**config.mk**
```make
export PLATFORM = sky130hd
export DESIGN_NAME = pipe_ctrl_flat
export DESIGN_NICKNAME = d
export VERILOG_FILES = /design/src/rtl/pipe_ctrl_if.sv /design/src/rtl/pipe_ctrl.sv /design/src/flat_wrapper.sv
export SDC_FILE = /design/constraint.sdc
export NUM_CORES = 1
export LEC_CHECK = 0
export ABC_AREA = 0
export CORE_MARGIN = 1
export CORE_UTILIZATION = 51
export DETAILED_ROUTE_END_ITERATION = 16
export PLACE_DENSITY = 0.86
export SLEW_MARGIN = 20
export SYNTH_ARGS = -nofsm -noshare
export SYNTH_HDL_FRONTEND = slang
export SYNTH_SLANG_ARGS = --single-unit
```
**constraint.sdc**
```tcl
create_clock -name clk -period 24.9 [get_ports clk]
set_input_delay 4.98 -clock clk [delete_from_list [all_inputs] [get_ports clk]]
set_output_delay 4.98 -clock clk [all_outputs]
set_load 0.01 [all_outputs]
```
**src/rtl/pipe_ctrl_if.sv**
```systemverilog
// Pipeline control bus: stall/flush/redirect requests from the datapath in,
// per-stage load/bubble controls and sequencing state out.
interface pipe_ctrl_if #(
    parameter int unsigned STAGES = 5,
    parameter int unsigned PC_W   = 32,
    parameter int unsigned CNT_W  = 32
);
    logic [STAGES-1:0]      stall_req;
    logic [STAGES-1:0]      flush_req;
    logic [PC_W-1:0]        flush_pc;
    logic                   redirect;
    logic [PC_W-1:0]        redirect_pc;
    logic [PC_W-1:0]        pcF;
    logic [STAGES-1:0]      en_o;
    logic [STAGES-1:0]      bubble_o;
    logic [STAGES-1:0]      valid_o;
    logic [STAGES*PC_W-1:0] pc_o;
    logic [PC_W-1:0]        pcW;
    logic [CNT_W-1:0]       stall_cnt;

    modport master (
        output stall_req, flush_req, flush_pc, redirect, redirect_pc,
        input  pcF, en_o, bubble_o, valid_o, pc_o, pcW, stall_cnt
    );

    modport slave (
        input  stall_req, flush_req, flush_pc, redirect, redirect_pc,
        output pcF, en_o, bubble_o, valid_o, pc_o, pcW, stall_cnt
    );
endinterface

```
**src/rtl/pipe_ctrl.sv**
```systemverilog
// Pipeline sequencing controller: owns fetch PC, per-stage valid/PC, and
// turns stall/flush requests into per-stage load-enable and bubble controls.
// Redirects that arrive while fetch is held are parked in a pending slot.
module pipe_ctrl #(
    parameter int unsigned     STAGES   = 5,
    parameter int unsigned     PC_W     = 32,
    parameter logic [PC_W-1:0] RESET_PC = 32'hbfc00000,
    parameter int unsigned     CNT_W    = 32
) (
    input  logic       clk,
    input  logic       rst,
    pipe_ctrl_if.slave bus
);
    typedef enum logic {
        PEND_NONE,
        PEND_HELD
    } pend_t;

    pend_t             pend_q, pend_n;
    logic [PC_W-1:0]   pend_pc_q, pend_pc_n;
    logic [PC_W-1:0]   pc_q [STAGES];
    logic [PC_W-1:0]   pc_n [STAGES];
    logic [STAGES-1:0] valid_q, valid_n;
    logic [CNT_W-1:0]  cnt_q, cnt_n;
    logic [STAGES-1:0] en, bubble;

    logic              has_stall, has_flush;
    int unsigned       s, k;
    logic              flush_over, flush_under, hold, stall_only;

    // State registers; pc_q[0] is the fetch PC
    always_ff @(posedge clk or posedge rst) begin
        if (rst) begin
            for (int unsigned i = 0; i < STAGES; i++) begin
                pc_q[i] <= '0;
            end
            pc_q[0]   <= RESET_PC;
            valid_q   <= STAGES'(1);
            pend_q    <= PEND_NONE;
            pend_pc_q <= '0;
            cnt_q     <= '0;
        end else begin
            for (int unsigned i = 0; i < STAGES; i++) begin
                pc_q[i] <= pc_n[i];
            end
            valid_q   <= valid_n;
            pend_q    <= pend_n;
            pend_pc_q <= pend_pc_n;
            cnt_q     <= cnt_n;
        end
    end

    // Request decode, per-stage controls and next-state computation
    always_comb begin
        has_stall = 1'b0;
        s         = 0;
        has_flush = 1'b0;
        k         = 0;
        for (int unsigned i = 0; i < STAGES; i++) begin
            if (bus.stall_req[i]) begin
                has_stall = 1'b1;
                s         = i;
            end
        end
        for (int unsigned i = 1; i < STAGES; i++) begin
            if (bus.flush_req[i]) begin
                has_flush = 1'b1;
                k         = i;
            end
        end

        // A flush at or beyond the stall point overrides the stall; a stall
        // further down still freezes the upper pipe with in-place squash.
        flush_over  = has_flush && (!has_stall || (s <= k));
        flush_under = has_flush && has_stall && (s > k);
        hold        = has_stall && !flush_over;
        stall_only  = has_stall && !has_flush;

        en      = '1;
        bubble  = '0;
        valid_n = valid_q;
        pc_n    = pc_q;
        for (int unsigned i = 0; i < STAGES; i++) begin
            if (hold) begin
                if (i <= s) begin
                    en[i] = 1'b0;
                end else if (i == s + 1) begin
                    bubble[i] = 1'b1;
                end
            end else if (flush_over) begin
                if ((i >= 1) && (i <= k + 1)) begin
                    bubble[i] = 1'b1;
                end
            end
        end

        for (int unsigned i = 1; i < STAGES; i++) begin
            if (!en[i]) begin
                if (flush_under && (i <= k)) begin
                    valid_n[i] = 1'b0;
                end
            end else if (bubble[i]) begin
                valid_n[i] = 1'b0;
                pc_n[i]    = '0;
            end else begin
                valid_n[i] = valid_q[i-1];
                pc_n[i]    = pc_q[i-1];
            end
        end
        valid_n[0] = 1'b1;

        pend_n    = pend_q;
        pend_pc_n = pend_pc_q;
        if (has_flush) begin
            pc_n[0] = bus.flush_pc;
            pend_n  = PEND_NONE;
        end else if (has_stall) begin
            if (bus.redirect && valid_q[1]) begin
                pend_n    = PEND_HELD;
                pend_pc_n = bus.redirect_pc;
            end
        end else if (bus.redirect && valid_q[1]) begin
            pc_n[0] = bus.redirect_pc;
            pend_n  = PEND_NONE;
        end else if (pend_q == PEND_HELD) begin
            pc_n[0] = pend_pc_q;
            pend_n  = PEND_NONE;
        end else begin
            pc_n[0] = pc_q[0] + PC_W'(4);
        end

        cnt_n = cnt_q;
        if (stall_only && (cnt_q != '1)) begin
            cnt_n = cnt_q + CNT_W'(1);
        end
    end

    // Flatten per-stage PCs onto the debug bus
    for (genvar g = 0; g < STAGES; g++) begin : g_pc
        assign bus.pc_o[g*PC_W +: PC_W] = pc_q[g];
    end

    assign bus.pcF       = pc_q[0];
    assign bus.pcW       = pc_q[STAGES-1];
    assign bus.valid_o   = valid_q;
    assign bus.en_o      = en;
    assign bus.bubble_o  = bubble;
    assign bus.stall_cnt = cnt_q;
endmodule

```
**src/flat_wrapper.sv**
```systemverilog
// flat-port wrapper written by rule: the top's interface ports become plain ports
module pipe_ctrl_flat 
#(
    parameter int unsigned     STAGES   = 5,
    parameter int unsigned     PC_W     = 32,
    parameter logic [PC_W-1:0] RESET_PC = 32'hbfc00000,
    parameter int unsigned     CNT_W    = 32
)
  (clk, rst, bus_stall_req, bus_flush_req, bus_flush_pc, bus_redirect, bus_redirect_pc, bus_pcF, bus_en_o, bus_bubble_o, bus_valid_o, bus_pc_o, bus_pcW, bus_stall_cnt);
  pipe_ctrl_if #(.STAGES(STAGES), .PC_W(PC_W), .CNT_W(CNT_W)) bus_i ();
  input  logic clk;
  input  logic rst;
  input wire logic [$bits(bus_i.stall_req)-1:0] bus_stall_req;
  input wire logic [$bits(bus_i.flush_req)-1:0] bus_flush_req;
  input wire logic [$bits(bus_i.flush_pc)-1:0] bus_flush_pc;
  input wire logic [$bits(bus_i.redirect)-1:0] bus_redirect;
  input wire logic [$bits(bus_i.redirect_pc)-1:0] bus_redirect_pc;
  output wire logic [$bits(bus_i.pcF)-1:0] bus_pcF;
  output wire logic [$bits(bus_i.en_o)-1:0] bus_en_o;
  output wire logic [$bits(bus_i.bubble_o)-1:0] bus_bubble_o;
  output wire logic [$bits(bus_i.valid_o)-1:0] bus_valid_o;
  output wire logic [$bits(bus_i.pc_o)-1:0] bus_pc_o;
  output wire logic [$bits(bus_i.pcW)-1:0] bus_pcW;
  output wire logic [$bits(bus_i.stall_cnt)-1:0] bus_stall_cnt;
  assign bus_i.stall_req = bus_stall_req;
  assign bus_i.flush_req = bus_flush_req;
  assign bus_i.flush_pc = bus_flush_pc;
  assign bus_i.redirect = bus_redirect;
  assign bus_i.redirect_pc = bus_redirect_pc;
  assign bus_pcF = bus_i.pcF;
  assign bus_en_o = bus_i.en_o;
  assign bus_bubble_o = bus_i.bubble_o;
  assign bus_valid_o = bus_i.valid_o;
  assign bus_pc_o = bus_i.pc_o;
  assign bus_pcW = bus_i.pcW;
  assign bus_stall_cnt = bus_i.stall_cnt;
  pipe_ctrl #(.STAGES(STAGES), .PC_W(PC_W), .RESET_PC(RESET_PC), .CNT_W(CNT_W)) u_core (.clk(clk), .rst(rst), .bus(bus_i));
endmodule
```
==> flow_summary_export.csv <==
group,metric,value,unit
timing,finClkSkew,0.0109,ns
route,ant_nets,0,
power,leakage,6.69,nW
worst_hold_path,hp-start,"u_core.pend_pc_q[17]",
setup_path,critPathMaxStageDelay,0.68,ns
placed_design,numPlacedInstances,1559,
power,power_frac_comb,0.204,
layout,final_area,0.0153,sq mm
power,p_per_area,67.6,mW/mm^2
cts,cts_hold_buf,0,
power,internal-power,744,uW
logic_synthesis,async_flop_share,1.00,
timing,maxSlewViolCount,0,
setup_path,crit_chain,"clkdlybuf4s50_1 -> inv_1 -> o21ai_0 -> inv_1 -> ha_1 -> and3_1 -> a21oi_1 -> o21ai_1 -> nor2_2 -> buf_4 -> inv_1 -> clkdlybuf4s50_1",
power,swShare,0.280,
power,vdd_ir_drop_max,0.0000665,V
floorplan,core.rowCount,53,
route,drc,0,
floorplan,io_pins,348,
floorplan,dieArea,0.0227,sq mm
setup_path,cp_num_buf_inv,6,
floorplan,die_h,151,um
timing,setup_slack,11.36,ns
setup_path,cp_max_fo,34,
placed_design,hpwl,24200,um
timing,timing.setup.tns,0,ns
layout,nNetsFinal,1398,
outcome,outcome,"completed",
setup_path,cpMaxStageDelayCell,"clkdlybuf4s50_1",
power,p_seq_frac,0.435,
route,vias_per_cell,6.04,
global_route,grt-ovfl-total,0,
route,vias,9684,
layout,mostFrequentLayoutCells,"clkdlybuf4s50_1 (344), dfrtp_1 (220), a22o_1 (96)",
power,switching_power,289,uW
setup_path,cp-end-kind,"output port",
cts,cts.reportedPaths.clkPinSlew,0.06,ns
timing,fin_crit_sh,0.544,
setup_path,arrival,8.56,ns
setup_path,rrSetupSlack,22.09,ns
placed_design,port_buffers,344,
layout,layout-drive-gt1-share,0.0919,
layout,final_common_cell,"clkdlybuf4s50_1",
cts,cts_setup_buffers,0,
setup_path,required,19.92,ns
global_route,grtUsageTotal,0.305,
logic_synthesis,synth_seq_cells,229,
floorplan,core_area,0.0214,sq mm
cts,cts-root-buf,"clkbuf_16",
setup_path,worstSetupStartpointType,"primary input",
cts,cts_sinks,229,
global_route,grt_max_degree,159,
timing,hold_viol,0,
floorplan,floorplan.initialDensity,0.527,
placed_design,post-place-ws,11.46,ns
route,drt-initial-drc-count,918,
global_route,grt_pass1_wl,53300,um
floorplan,die_width,151,um
worst_hold_path,min_path_type,"reg2reg",
worst_hold_path,hold_depth,1,
logic_synthesis,synth_area,0.0112,sq mm
worst_hold_path,holdPathEnd,"u_core.pend_pc_q[17]",
timing,rsz0062_at_grt,"false",
timing,max_freq,73.9,MHz
cts,cts_resized,0,
logic_synthesis,synthesis.nets,1144,
layout,final_cell_count_no_fill,1604,
cts,clkLatencyLatePin,0.52,ns
logic_synthesis,synth-edff-count,0,
logic_synthesis,synth_seq_area_share,0.510,
setup_path,r2r_end,"u_core.bus.pcF[13]",
setup_path,crit_type,"in2out",
setup_path,r2r_start,"u_core.pend_q",
placed_design,place_congestion,0.913,
timing,maxSlewHeadroom,0.374,
cts,h-tree-depth,1,
route,drt-pass1-iter-count,6,
logic_synthesis,synthCells,1057,
logic_synthesis,synth.avg_cell_area,10.6,sq um
run,max_cap_violations,0,
cts,cts_made_buffers,25,
power,pwr-share-clk,0.361,
timing,final-setup-viol-count,0,
logic_synthesis,synth_flop_cell,"dfrtp_1",
logic_synthesis,synth.yosys.warnings,0,
route,avgRoutedWirePerCell,21.5,um
cts,cts_tree,"yes",
power,total_power,1.03,mW
setup_path,path_common_cell,"inv_1",
timing,post-route-min-period,13.54,ns
layout,syn_to_final_growth,35.8,%
placed_design,place_area,0.0144,sq mm
cts,clk_path_buf_depth,3,
setup_path,reg2regPathDepth,5,
global_route,grt_pass1_vias,9233,
timing,worst_slew_pin_slew,0.938,ns
global_route,antenna_found_initial,1,
setup_path,critical_path.top_delay_family,"buffers and inverters",
route,wl,34400,um
logic_synthesis,synth_cell_types,68,
cell type report:
class | instances | area (sq um)
Timing Repair Buffer | 359 | 3560
Fill cell | 1512 | 6080
Multi-Input combinational cell | 672 | 4700
Sequential cell | 229 | 5740
Tap cell | 275 | 344
Antenna cell | 1 | 2.50
Clock buffer | 36 | 737
Clock inverter | 8 | 92.6
Inverter | 24 | 103
synthesized netlist by cell type, drive strengths merged (3+ instances only):
cell    instances  area, sq um
dfstp           9          236
nand4          21          131
o211ai         11         82.6
a21oi          29          145
a31o            4         35.0
inv            24         90.1
mux2i          37          370
and4           13          114
a221o           3         30.0
nor3           25          130
buf            85          589
or4             7         60.1
o21ai          40          200
nand2          74          280
clkbuf         47          176
o221ai          8         70.1
xor2           20          175
nor2b           5         31.3
nor2           72          270
o22ai           7         43.8
a32o            4         40.0
nor4           16          115
or3            13         81.3
ha             10          125
dfrtp         220         5510
mux2           33          372
o31a            3         26.3
nand2b          3         18.8
a21o            3         22.5
and2            7         43.8
a22oi           4         30.0
or2             3         18.8
a31oi           8         50.1
a211oi          8         65.1
nand3          27          153
xnor2          23          201
and3           11         68.8
a22o           96          841
state kept, by name (all words and copies together) (netlist names):
| register | count |
|---|---|
| u_core.bus.stall_cnt | 32 |
| u_core.pend_q | 1 |
| u_core.bus.valid_o | 4 |
| u_core.bus.pc_o | 96 |
| u_core.pend_pc_q | 32 |
| u_core.bus.pcW | 32 |
| u_core.bus.pcF | 32 |
metrics by stage:
stage | utilization | hold WS [ns]
4_1_cts | 0.715 | 0.500
5_1_grt | 0.715 | 0.506
3_5_place_dp | 0.676 | 0.474
6_report | 0.715 | 0.496
2_1_floorplan | - | 0.470
3_3_place_gp | 0.676 | 0.474
power groups by stage:
stage | clock network (mW) | registers, mW | logic (mW)
after floorplan | 0 | 0.454 | 0.0962
after global placement | 0 | 0.453 | 0.206
after detailed placement | 0 | 0.454 | 0.211
after CTS | 0.376 | 0.448 | 0.213
after global routing | 0.392 | 0.454 | 0.227
final | 0.373 | 0.449 | 0.211
worst register-to-register path, cell delays in order (launching register included):
cell	delay, ns
dfrtp_1	0.69
inv_1	0.70
nand2_1	0.57
o41ai_1	0.47
a22oi_1	0.12
o21ai_0	0.17
cells by family after synthesis:
logic type                 share of synthesized area
AOI/OAI and AO/OA                              0.164
buffers and inverters                         0.0761
other                                       0.000668
DFF                                            0.510
xor gates and xnor gates                      0.0335
and+or+nand+nor                                0.138
muxes                                         0.0660
adders and majority gates                     0.0111
worst max path at each step:
stage                startpoint     endpoint  slack [ns]  cells after the start
3_5_place_dp   bus_flush_req[4]  bus_en_o[3]       11.46                     12
2_1_floorplan  bus_flush_req[4]  bus_en_o[2]       12.69                     12
5_1_grt        bus_flush_req[3]  bus_en_o[3]       11.09                     11
4_1_cts        bus_flush_req[4]  bus_en_o[3]       11.41                     12
3_3_place_gp   bus_flush_req[4]  bus_en_o[3]       11.53                     12
6_report       bus_flush_req[4]  bus_en_o[3]       11.36                     12
layer usage:
| metal | routed length, um | part of all wire | global-route usage | up-vias |
|---|---|---|---|---|
| met5 | 0 | 0 | 0 | - |
| met2 | 16700 | 0.49 | 0.488 | 474 |
| met4 | 1370 | 0.040 | 0.129 | 0 |
| met1 | 14000 | 0.41 | 0.418 | 4787 |
| li1 | - | - | - | 4333 |
| met3 | 2280 | 0.066 | 0.0397 | 90 |
Power figures use the tool's default switching activity.
